## src/rtl/motor_pwm.sv

```systemverilog
// H-bridge PWM output stage: turns a signed PID command into registered pwm/dir/brake,
// with period-aligned duty updates, dead-time braking on reversal and a period strobe.
`ifndef PID_RES
`define PID_RES 16
`endif

module motor_pwm #(
    parameter int nbits    = `PID_RES,
    parameter int cnt_bits = 10,
    parameter int period   = 1000,
    parameter int duty_max = 950,
    parameter int dead     = 20
) (
    input  logic             clk,
    input  logic             rst,
    input  logic             en,
    input  logic [nbits-1:0] cmd_i,
    input  logic             cmd_valid_i,
    output logic             pwm_o,
    output logic             dir_o,
    output logic             brake_o,
    output logic             period_o
);
    localparam int DUTY_W = cnt_bits + 1;
    localparam int MAG_W  = nbits + 1;
    localparam int CMP_W  = (MAG_W > DUTY_W) ? MAG_W : DUTY_W;
    localparam int DEAD_W = (dead > 1) ? $clog2(dead) : 1;
    localparam logic [cnt_bits-1:0] CNT_LAST   = cnt_bits'(period - 1);
    localparam logic [DEAD_W-1:0]   DEAD_LAST  = DEAD_W'(dead - 1);
    localparam logic [CMP_W-1:0]    DUTY_MAX_C = CMP_W'(duty_max);

    typedef enum logic [1:0] {
        IDLE = 2'd0,
        RUN  = 2'd1,
        DEAD = 2'd2
    } state_t;

    state_t              state_r;
    logic [cnt_bits-1:0] cnt_r;
    logic [DEAD_W-1:0]   dead_cnt_r;
    logic [DUTY_W-1:0]   duty_r;
    logic                sh_sign_r;
    logic [DUTY_W-1:0]   sh_mag_r;
    logic                cmd_sign_s;
    logic [DUTY_W-1:0]   cmd_mag_s;
    logic                reverse_s;
    logic                sh_nonzero_s;
    logic [cnt_bits-1:0] cnt_inc_s;

    // |cmd| is formed one bit wider so the most negative code does not wrap before clamping
    function automatic logic [DUTY_W-1:0] sat_mag(input logic [nbits-1:0] cmd);
        logic [MAG_W-1:0] abs_v;
        logic [CMP_W-1:0] ext_v;
        if (cmd[nbits-1]) begin
            abs_v = {1'b0, ~cmd} + MAG_W'(1);
        end else begin
            abs_v = {1'b0, cmd};
        end
        ext_v = CMP_W'(abs_v);
        if (ext_v > DUTY_MAX_C) begin
            sat_mag = DUTY_W'(duty_max);
        end else begin
            sat_mag = DUTY_W'(ext_v);
        end
    endfunction

    // Decode the incoming command; a zero command inherits the present direction
    always_comb begin
        cmd_mag_s = sat_mag(cmd_i);
        if (cmd_i == {nbits{1'b0}}) begin
            cmd_sign_s = dir_o;
        end else begin
            cmd_sign_s = cmd_i[nbits-1];
        end
    end

    assign sh_nonzero_s = (sh_mag_r != {DUTY_W{1'b0}});
    assign reverse_s    = (sh_sign_r != dir_o) && sh_nonzero_s;
    assign cnt_inc_s    = cnt_r + cnt_bits'(1);

    // Shadow command register; the last strobe before a boundary wins
    always_ff @(posedge clk or posedge rst) begin
        if (rst) begin
            sh_sign_r <= 1'b0;
            sh_mag_r  <= {DUTY_W{1'b0}};
        end else if (cmd_valid_i) begin
            sh_sign_r <= cmd_sign_s;
            sh_mag_r  <= cmd_mag_s;
        end else begin
            sh_sign_r <= sh_sign_r;
            sh_mag_r  <= sh_mag_r;
        end
    end

    // Main state machine with registered bridge outputs
    always_ff @(posedge clk or posedge rst) begin
        if (rst) begin
            state_r    <= IDLE;
            cnt_r      <= {cnt_bits{1'b0}};
            dead_cnt_r <= {DEAD_W{1'b0}};
            duty_r     <= {DUTY_W{1'b0}};
            pwm_o      <= 1'b0;
            dir_o      <= 1'b0;
            brake_o    <= 1'b0;
            period_o   <= 1'b0;
        end else if (!en) begin
            state_r    <= IDLE;
            cnt_r      <= {cnt_bits{1'b0}};
            dead_cnt_r <= {DEAD_W{1'b0}};
            pwm_o      <= 1'b0;
            brake_o    <= 1'b0;
            period_o   <= 1'b0;
        end else begin
            case (state_r)
                IDLE: begin
                    state_r  <= RUN;
                    duty_r   <= sh_mag_r;
                    dir_o    <= sh_sign_r;
                    cnt_r    <= {cnt_bits{1'b0}};
                    pwm_o    <= sh_nonzero_s;
                    brake_o  <= 1'b0;
                    period_o <= 1'b1;
                end
                RUN: begin
                    if (cnt_r == CNT_LAST) begin
                        if (reverse_s) begin
                            state_r    <= DEAD;
                            dead_cnt_r <= {DEAD_W{1'b0}};
                            pwm_o      <= 1'b0;
                            brake_o    <= 1'b1;
                            period_o   <= 1'b0;
                        end else begin
                            duty_r   <= sh_mag_r;
                            cnt_r    <= {cnt_bits{1'b0}};
                            pwm_o    <= sh_nonzero_s;
                            period_o <= 1'b1;
                        end
                    end else begin
                        cnt_r    <= cnt_inc_s;
                        pwm_o    <= ({1'b0, cnt_inc_s} < duty_r);
                        period_o <= 1'b0;
                    end
                end
                DEAD: begin
                    if (dead_cnt_r == DEAD_LAST) begin
                        state_r  <= RUN;
                        dir_o    <= sh_sign_r;
                        duty_r   <= sh_mag_r;
                        cnt_r    <= {cnt_bits{1'b0}};
                        pwm_o    <= sh_nonzero_s;
                        brake_o  <= 1'b0;
                        period_o <= 1'b1;
                    end else begin
                        dead_cnt_r <= dead_cnt_r + DEAD_W'(1);
                    end
                end
                default: begin
                    state_r  <= IDLE;
                    pwm_o    <= 1'b0;
                    brake_o  <= 1'b0;
                    period_o <= 1'b0;
                end
            endcase
        end
    end
endmodule

```

## config.mk

```make
export PLATFORM = sky130hd
export DESIGN_NAME = motor_pwm
export DESIGN_NICKNAME = d
export VERILOG_FILES = /design/src/rtl/motor_pwm.sv
export SDC_FILE = /design/constraint.sdc
export NUM_CORES = 1
export LEC_CHECK = 0
export ABC_CLOCK_PERIOD_IN_PS = 4650
export CAP_MARGIN = 10
export CORE_MARGIN = 3
export CORE_UTILIZATION = 63
export DETAILED_ROUTE_END_ITERATION = 10
export GPL_TIMING_DRIVEN = 1
export PLACE_DENSITY = 0.85
export SLEW_MARGIN = 40
export SYNTH_ARGS = -nofsm -noshare
export SYNTH_HDL_FRONTEND = slang
export SYNTH_SLANG_ARGS = --single-unit
```

## constraint.sdc

```tcl
create_clock -name clk -period 4.65 [get_ports clk]
set_clock_uncertainty 0.15 [all_clocks]
set_input_delay 0.465 -clock clk [delete_from_list [all_inputs] [get_ports clk]]
set_output_delay 0.465 -clock clk [all_outputs]
set_load 0.05 [all_outputs]
```

==> results of run 1 <==
==> layout by cell type (no fill, tap or decap), drive strengths merged, types with 4 or more instances in the layout <==
cell type,count
clkdlybuf4s50,23
nand2,17
mux2,12
a22o,9
nor3,8
xnor2,9
o31ai,4
o21ai,23
dfrtp,44
a21oi,19
nor2b,5
inv,20
xor2,9
clkbuf,6
nand2b,10
nand3,10
a31oi,7
nor4,6
nor2,31
ha,17
a21boi,4
==> cell type report <==
cell class / count / area, um2
multi-input combinational: 247 / 1770
sequential: 44 / 1100
fill: 320 / 1090
timing repair buffer: 25 / 245
clock buffer: 6 / 82.6
inverter: 20 / 75.1
tap: 52 / 65.1
clock inverter: 2 / 38.8
==> cells by family after synthesis <==
| kind of cell | after synthesis |
|---|---|
| and+or+nand+nor | 111 |
| AOI/OAI and AO/OA | 87 |
| DFF | 44 |
| buffers and inverters | 29 |
| xor gates and xnor gates | 18 |
| adders and majority gates | 17 |
| muxes | 14 |
==> metrics by stage <==
step | worst slack [ns] | total power [mW] | instance area (um2) | hold WS (ns)
detailed placement | 1.60 | 0.933 | 3260 | 0.345
global placement | 1.71 | 0.918 | 3260 | 0.345
global route | 1.51 | 1.31 | 3380 | 0.374
floorplan | 2.40 | 0.813 | 3010 | 0.326
CTS | 1.82 | 1.24 | 3380 | 0.343
finish | 1.81 | 1.24 | 3380 | 0.331
==> sequential cells by signal, indices dropped and copies added (netlist names) <==
| signal | flops |
|---|---|
| pwm_o | 1 |
| period_o | 1 |
| state_r | 2 |
| sh_sign_r | 1 |
| dead_cnt_r | 5 |
| cnt_r | 10 |
| dir_o | 1 |
| duty_r | 11 |
| brake_o | 1 |
| sh_mag_r | 11 |
==> final timing paths <==
path / from / endpoint / cells past startpoint
worst min-delay path: rst / state_r[0]$_DFFE_PP0P_ / 2
min in group clk: duty_r[6]$_DFFE_PP0P_ / duty_r[6]$_DFFE_PP0P_ / 1
worst min register to register: duty_r[6]$_DFFE_PP0P_ / duty_r[6]$_DFFE_PP0P_ / 1
worst max-delay path: cnt_r[0]$_DFFE_PP0P_ / pwm_o$_DFFE_PP0P_ / 9
max in group asynchronous: rst / duty_r[0]$_DFFE_PP0P_ / 3
worst max register to register: cnt_r[0]$_DFFE_PP0P_ / pwm_o$_DFFE_PP0P_ / 9
==> metal layers <==
metal | GRT usage, % | vias to the layer above | wire length [um]
met5 | 0 | - | 0
met4 | 8.30 | 0 | 125
met3 | 5.74 | 13 | 237
met2 | 41.1 | 63 | 2950
met1 | 29.0 | 1139 | 2720
li1 | - | 1215 | -
==> critical path: stages, from the launching register on <==
cell,delay (ns)
dfrtp_1,0.45
ha_1,0.32
and3_1,0.28
nand3_1,0.11
xnor2_1,0.25
ha_1,0.30
a21o_1,0.18
a21oi_1,0.17
o21ai_0,0.11
o41ai_1,0.37
==> power groups by stage <==
stage | Combinational (mW) | Clock (mW) | Sequential, mW
5_1_grt | 0.507 | 0.328 | 0.478
3_3_place_gp | 0.444 | 0 | 0.474
6_report | 0.459 | 0.307 | 0.470
3_5_place_dp | 0.455 | 0 | 0.477
4_1_cts | 0.459 | 0.312 | 0.470
2_1_floorplan | 0.306 | 0 | 0.507
==> metrics, run 1 <==
status=finished, final reports clean; Skew-Pair Late Insertion Delay=0.30 ns; number of synthesized flops with an enable pin=0; Worst setup SP type=flop; Yosys top cell by area=dfrtp_1; endpoints failing setup=0; non-filler cells, final=just under 400; first-pass GRT wire length=between 10 and 15 mm; Post-synth ARST share=100%; mux cell area share after synthesis=between 6 and 7%; top fanout value on the critical path=6; Slew headroom=48.9%; die span in y=between 70 and 80 um; internal power=approximately 0.8 mW; Vias=roughly 2400; Sw Ratio=between 30% and 40%; Yosys Warn Count=0; fin crit share=about three fifths; endpoint class of the critical path=flop; CTS Buf Count=5; gpl congestion=between 0.8 and 0.9; I/O pins=24; Antenna Nets Post-Route=0; synthesized area=~3000 um2; root buffer cell=clkbuf_8; Hold Fails Final Rpt=0; Yosys top cell area share=about 37%; hold-fix buffers at CTS=0; initial DRC count=156; Pleak=approximately 1.5 nW; RSZ-0062 raised after global routing=false; Switching Power=0.453 mW; Layout area overhead=12.3%; hpwl dp=about 4.5 mm; post-route setup TNS=0 ns; # nets final=380; n_diodes=0; via/cell ratio=around 6; Logic pwr share=37.1%; PostCTS Resize Cnt=0; ratio of cells with drive above 1 in the final layout=between 10% and 20%; DP Cell Count=between 300 and 400; reg2reg setup slack=1.81 ns; total wire length=approximately 6 mm; Reg power frac=38.0%; largest net degree at the start of global routing=33; post-synthesis adder-cell area fraction=approximately 7.1%; port bufs=23; VDD IR max=0.160 mV; wire per inst=roughly 15 um; FMAX=around 0.35 GHz; XOR/XNOR Fraction of Synth Area=under 10%; Clock Path Buffers=2; total of max-cap violations=0; PwrDens=365 nW/um2; Core Region=4470 um2; antenna violations before repair=0; Commonest cells post-synth=dfrtp_1 (44), nor2_1 (31), o21ai_0 (22); Syn Nets=about 360; largest family of logic cells by synthesized area=simple AND/OR/NAND/NOR gates; # rows=24; full die area=5640 um2; Clock Power Share=between 20% and 30%; post-synthesis compound-gate area fraction=roughly a fifth; synthesized area per cell=~9.4 um2; register area share after synthesis=between 30 and 40%; Cell variety after synth=60; Starting Density=between 60 and 70%; DRC Markers=0; #FFs+latches synth=44; clock-pin slew on the worst setup and hold paths=about 0.090 ns; drt pass-1 iters=4; most common cell in the netlist=dfrtp_1; post-layout util=between 70% and 80%; Tot GR Track Use=a little under a quarter; simple-gate portion of the synthesized area=about a fifth; Final Critical Period=between 2 and 3 ns; number of global-route vias before repair=roughly 2400; post-CTS setup buffers=0; CTS tree=done; H-Tree Depth=2; gr ovfl total=0; Die W=75.1 um; Num Clock Sinks=between 40 and 50; crit path DAT=2.84 ns; crit path kind=flop to flop; required time of the critical path=roughly 4.7 ns; fin. max-slew vios=0; hold crit path type=input port to async pin; cells after synthesis=between 300 and 400; Synth area leaders=dfrtp_1 (37%), ha_1 (7.1%), mux2_4 (5.0%); Primary FF master, synth=dfrtp_1; worst-margin pin slew=about 0.76 ns
Note: power is estimated with default switching activity, not from simulation.
==> inputs of run 2 (changes only) <==
ABC_CLOCK_PERIOD_IN_PS = 2440   (was 4650)
CORE_UTILIZATION = 53   (was 63)
PLACE_DENSITY = 0.77   (was 0.85)
clock period = 2.44 ns   (was 4.65 ns; I/O delays follow)
==> run 2 against run 1 <==
The run now ends with setup timing left; clock power is 87% higher; sequential share of layout area shrank 3.6 points; critical path depth unchanged; global-route usage decreased by 1.6 points; largest cell class unchanged; largest power group is now combinational logic; highest routed layer unchanged.
==> metrics, run 2 (synthesis gave the netlist of run 1 again) <==
status=finished, violations left; violated checks=setup timing; top fanout value on the critical path=9; required time of the critical path=between 2 and 3 ns; Critical Path, Cell by Cell=buf_4, or3b_1, nor3_4, buf_4, a31oi_1, buf_4, nor3_1, a21oi_1, o21ai_0; fin. max-slew vios=0; port bufs=23; hpwl dp=5.11 mm; setup slack after layout=-0.0626 ns; Layout area overhead=26.4%; CP max-delay cell=or3b_1; endpoint class of the critical path=flop; VDD IR max=roughly 0.35 mV; Pleak=roughly 1.8 nW; Worst setup SP type=flop; H-Tree Depth=2; full die area=about 6600 um2; drt pass-1 iters=5; via/cell ratio=around 6; Num Clock Sinks=44; wire per inst=around 15 um; Slew headroom=a little over half; root buffer cell=clkbuf_8; worst-margin pin slew=roughly 0.7 ns; crit path kind=flop to flop; ratio of cells with drive above 1 in the final layout=22.0%; commonest non-fill, non-tap cell in the layout=buf_4; largest net degree at the start of global routing=27; Vias=roughly 2700; Top Registers=duty_r (11), sh_mag_r (11), cnt_r (10); area post-placement=3630 um2; Die W=slightly above 80 um; fin crit share=103%; crit path DAT=approximately 2.6 ns; DRC Markers=0; gr ovfl total=0; # nets final=~430; # rows=26; hold crit path type=input port to async pin; clock-pin slew on the worst setup and hold paths=0.09 ns; initial DRC count=180; number of global-route vias before repair=roughly 2700; n_diodes=0; antenna violations before repair=0; Most common cell on crit path=buf_4; DP Cell Count=about 450; Clock Path Buffers=2; Starting Density=a little under three fifths; Antenna Nets Post-Route=0; RSZ-0062 raised after global routing=true; non-filler cells, final=~460; first-pass GRT wire length=between 10 and 15 mm; total wire length=slightly above 7 mm; CTS Buf Count=5; Tot GR Track Use=22.2%; total of max-cap violations=0; endpoints failing setup=1; die span in y=81.4 um; Skew-Pair Late Insertion Delay=~0.31 ns; I/O pins=24; post-route cell area=approximately 3800 um2; PwrDens=~660 nW/um2; Hold Fails Final Rpt=0; most frequent cells in the layout=buf_4 (47), dfrtp_1 (44), nor2_1 (31), clkdlybuf4s50_1 (23), o21ai_0 (22); # fillers=approximately 400; Core Region=5300 um2; Final Critical Period=about 2.5 ns; CTS tree=done; gpl congestion=0.938; FMAX=roughly 0.40 GHz; max incr delay on CP=around 0.42 ns; pre-CTS setup slack=-0.156 ns
## run 2: metrics by stage
stage | power (mW) | setup TNS (ns) | utilization [%] | hold WS [ns]
global route | 2.65 | -0.188 | 71.8 | 0.170
finish | 2.50 | -0.0626 | 71.8 | 0.111
global placement | 1.87 | -0.358 | 68.5 | 0.347
floorplan | 1.55 | 0 | - | 0.222
CTS | 2.47 | 0 | 70.6 | 0.132
detailed placement | 1.90 | -0.895 | 68.5 | 0.347
## run 2: what timing repair did
item | in CTS | in global routing
resized for setup | 0 | 5
endpoints found under the setup margin | 0 | 18
endpoints found under the hold margin | 0 | 0
setup buffers | 0 | 4
hold buffers | 0 | 0
## run 2: where the power goes
group	switching (mW)	internal, mW	leakage, nW
Combinational	0.593	0.452	1.18
Sequential	0.0703	0.815	0.532
Clock	0.271	0.303	0.0541
## run 2: layout make-up
type                            instances  area (um2)  area share [%]
Clock buffer                            5        68.8            1.81
Clock inverter                          3        42.5            1.12
Inverter                               20        75.1            1.97
Multi-Input combinational cell        247        1810            47.5
Sequential cell                        44        1100            28.9
Tap cell                               70        87.6            2.30
Timing Repair Buffer                   72         623            16.4
## run 2: critical path, delay by kind of cell (launching register included)
kind	cells	cell delay (ns)
buf+inv	3	0.52
flops	1	0.39
compound gates	3	0.35
simple gates	3	1.01
## run 2: per-layer routing
layer | vias up | GRT usage (%) | share of wire (%)
li1 | 1311 | - | -
met1 | 1314 | 25.0 | 42
met2 | 78 | 42.0 | 52
met3 | 16 | 3.99 | 4.2
met4 | 0 | 6.76 | 2.2
met5 | - | 0 | 0
## run 2: worst paths after layout
kind / startpoint / endpoint / slack (ns) / cells past startpoint
worst min register to register: pwm_o$_DFFE_PP0P_ / pwm_o$_DFFE_PP0P_ / 0.37 / 2
max in group asynchronous: rst / duty_r[2]$_DFFE_PP0P_ / 1.51 / 3
worst max-delay path: cnt_r[3]$_DFFE_PP0P_ / dead_cnt_r[3]$_DFFE_PP0P_ / -0.06 / 9
min in group clk: pwm_o$_DFFE_PP0P_ / pwm_o$_DFFE_PP0P_ / 0.37 / 2
worst max register to register: cnt_r[3]$_DFFE_PP0P_ / dead_cnt_r[3]$_DFFE_PP0P_ / -0.06 / 9
worst min-delay path: rst / cnt_r[4]$_DFFE_PP0P_ / 0.11 / 2
==> inputs of run 3 (changes only) <==
CELL_PAD_IN_SITES_DETAIL_PLACEMENT = 2   (was default)
CELL_PAD_IN_SITES_GLOBAL_PLACEMENT = 2   (was default)
CORE_UTILIZATION = 34   (was 53)
REMOVE_ABC_BUFFERS = 1   (was default)
==> run 3 against run 2 <==
The run now ends clean; hold slack improved by 0.0039 ns; sequential share of layout area decreased by 0.61 points; total power increased by 0.29%; via count increased by 0.88%; critical endpoint is now pwm_o$_DFFE_PP0P_; highest routed layer unchanged.
==> metrics, run 3 (synthesis gave the netlist of run 1 again) <==
status=finished, final reports clean; initial DRC count=65; endpoint class of the critical path=flop; via/cell ratio=roughly 5.5; largest net degree at the start of global routing=28; crit path kind=flop to flop; gpl congestion=between 0.8 and 0.9; total wire length=~9.1 mm; gr ovfl total=0; hold-fix buffers at CTS=0; total of max-cap violations=0; Top Registers=duty_r (11), sh_mag_r (11), cnt_r (10); max incr delay on CP=0.38 ns; hold crit path type=input port to async pin; I/O pins=24; H-Tree Depth=2; RSZ-0062 raised after global routing=true; CTS tree=done; met3 routed WL=~210 um; # nets final=430; Num Clock Sinks=44; Final Critical Period=~2.4 ns; Tot GR Track Use=about a fifth; fin. max-slew vios=0; Critical Path, Cell by Cell=and3_1, and3_1, nand3_1, xnor2_2, ha_1, a21o_1, a21oi_1, o21ai_0, o41ai_2; drt pass-1 iters=4; non-filler cells, final=~500; CTS Buf Count=5; port bufs=23; # rows=33; die span in y=approximately 100 um; n_diodes=0; commonest non-fill, non-tap cell in the layout=buf_4; PwrDens=646 nW/um2; Skew-Pair Late Insertion Delay=roughly 0.30 ns; clock-pin slew on the worst setup and hold paths=~0.09 ns; number of global-route vias before repair=about 3200; Vias=roughly 2700; required time of the critical path=2.49 ns; uppermost layer routed=met4; Worst setup SP type=flop; endpoints failing setup=0; Starting Density=between 30 and 40%; met1 wire length=3.68 mm; full die area=roughly 10000 um2; DP Cell Count=~500; wire per inst=roughly 18 um; FMAX=0.422 GHz; VDD IR max=roughly 0.33 mV; top fanout value on the critical path=3; Pleak=roughly 1.8 nW; Hold Fails Final Rpt=0; Antenna Nets Post-Route=0; crit path DAT=2.42 ns; Core Region=8420 um2; Clock Path Buffers=2; Die W=100 um; met2 routed WL=5.04 mm; root buffer cell=clkbuf_8; worst-margin pin slew=between 0.6 and 0.7 ns; Slew headroom=a little under three fifths; Most common cell on crit path=and3_1; hpwl dp=between 7 and 8 mm; post-route setup TNS=0 ns; antenna violations before repair=0; Layout area overhead=29.1%; CP max-delay cell=dfrtp_1; Hold WS=between 0.1 and 0.15 ns; DRC Markers=0; ratio of cells with drive above 1 in the final layout=between 20% and 30%; most frequent cells in the layout=buf_4 (49), dfrtp_1 (44), nor2_1 (31), clkdlybuf4s50_1 (23), o21ai_0 (22); first-pass GRT wire length=around 16 mm; fin crit share=a little over nine tenths
[run 3: power breakdown]
part	switching, mW	internal, mW	total [mW]
sequential	0.0717	0.815	0.887
combinational	0.650	0.475	1.13
clock	0.270	0.230	0.500
total	0.992	1.52	2.51
[run 3: worst paths after layout]
| kind | start | endpoint | slack [ns] | depth (start not counted) |
|---|---|---|---|---|
| setup / recovery | cnt_r[3]$_DFFE_PP0P_ | pwm_o$_DFFE_PP0P_ | 0.07 | 9 |
| hold / removal | rst | sh_mag_r[0]$_DFFE_PP0P_ | 0.11 | 2 |
| setup reg to reg | cnt_r[3]$_DFFE_PP0P_ | pwm_o$_DFFE_PP0P_ | 0.07 | 9 |
| hold reg to reg | duty_r[6]$_DFFE_PP0P_ | duty_r[6]$_DFFE_PP0P_ | 0.37 | 1 |
| max in group asynchronous | rst | dead_cnt_r[1]$_DFFE_PP0P_ | 1.51 | 3 |
| min in group clk | duty_r[6]$_DFFE_PP0P_ | duty_r[6]$_DFFE_PP0P_ | 0.37 | 1 |
[run 3: critical path: cells and delay by family (launching register included)]
kind	cells	cell delay, ns
and+or+nand+nor	3	0.55
AOI/OAI and AO/OA	4	0.71
xor gates and xnor gates	1	0.20
adders and majority gates	1	0.28
DFF	1	0.38
[run 3: what timing repair did]
action                                  4_1_cts  5_1_grt
setup buffers                                 0        4
resized for setup                             2        7
endpoints found under the setup margin        1       10
pin swaps                                     0        4
[run 3: final cells by class]
class / instances / area, um2
fill: 918 / 4540
multi-input combinational: 247 / 1820
sequential: 44 / 1100
timing repair buffer: 75 / 658
tap: 105 / 131
clock buffer: 6 / 82.6
inverter: 20 / 75.1
clock inverter: 2 / 15.0
[run 3: metrics by stage]
stage	area, um2	utilization, %	worst slack [ns]	power [mW]
floorplan	2950	-	-0.275	1.52
global placement	3710	44.0	-0.0904	1.93
detailed placement	3710	44.0	-0.196	2.00
CTS	3820	45.4	0.0161	2.52
global route	3890	46.2	-0.0650	2.68
finish	3890	46.2	0.0694	2.51
[run 3: metal layers]
metal,vias to the layer above,track usage (%)
li1,1310,-
met1,1381,21.8
met2,40,36.7
met3,12,2.57
met4,0,5.80
met5,-,0
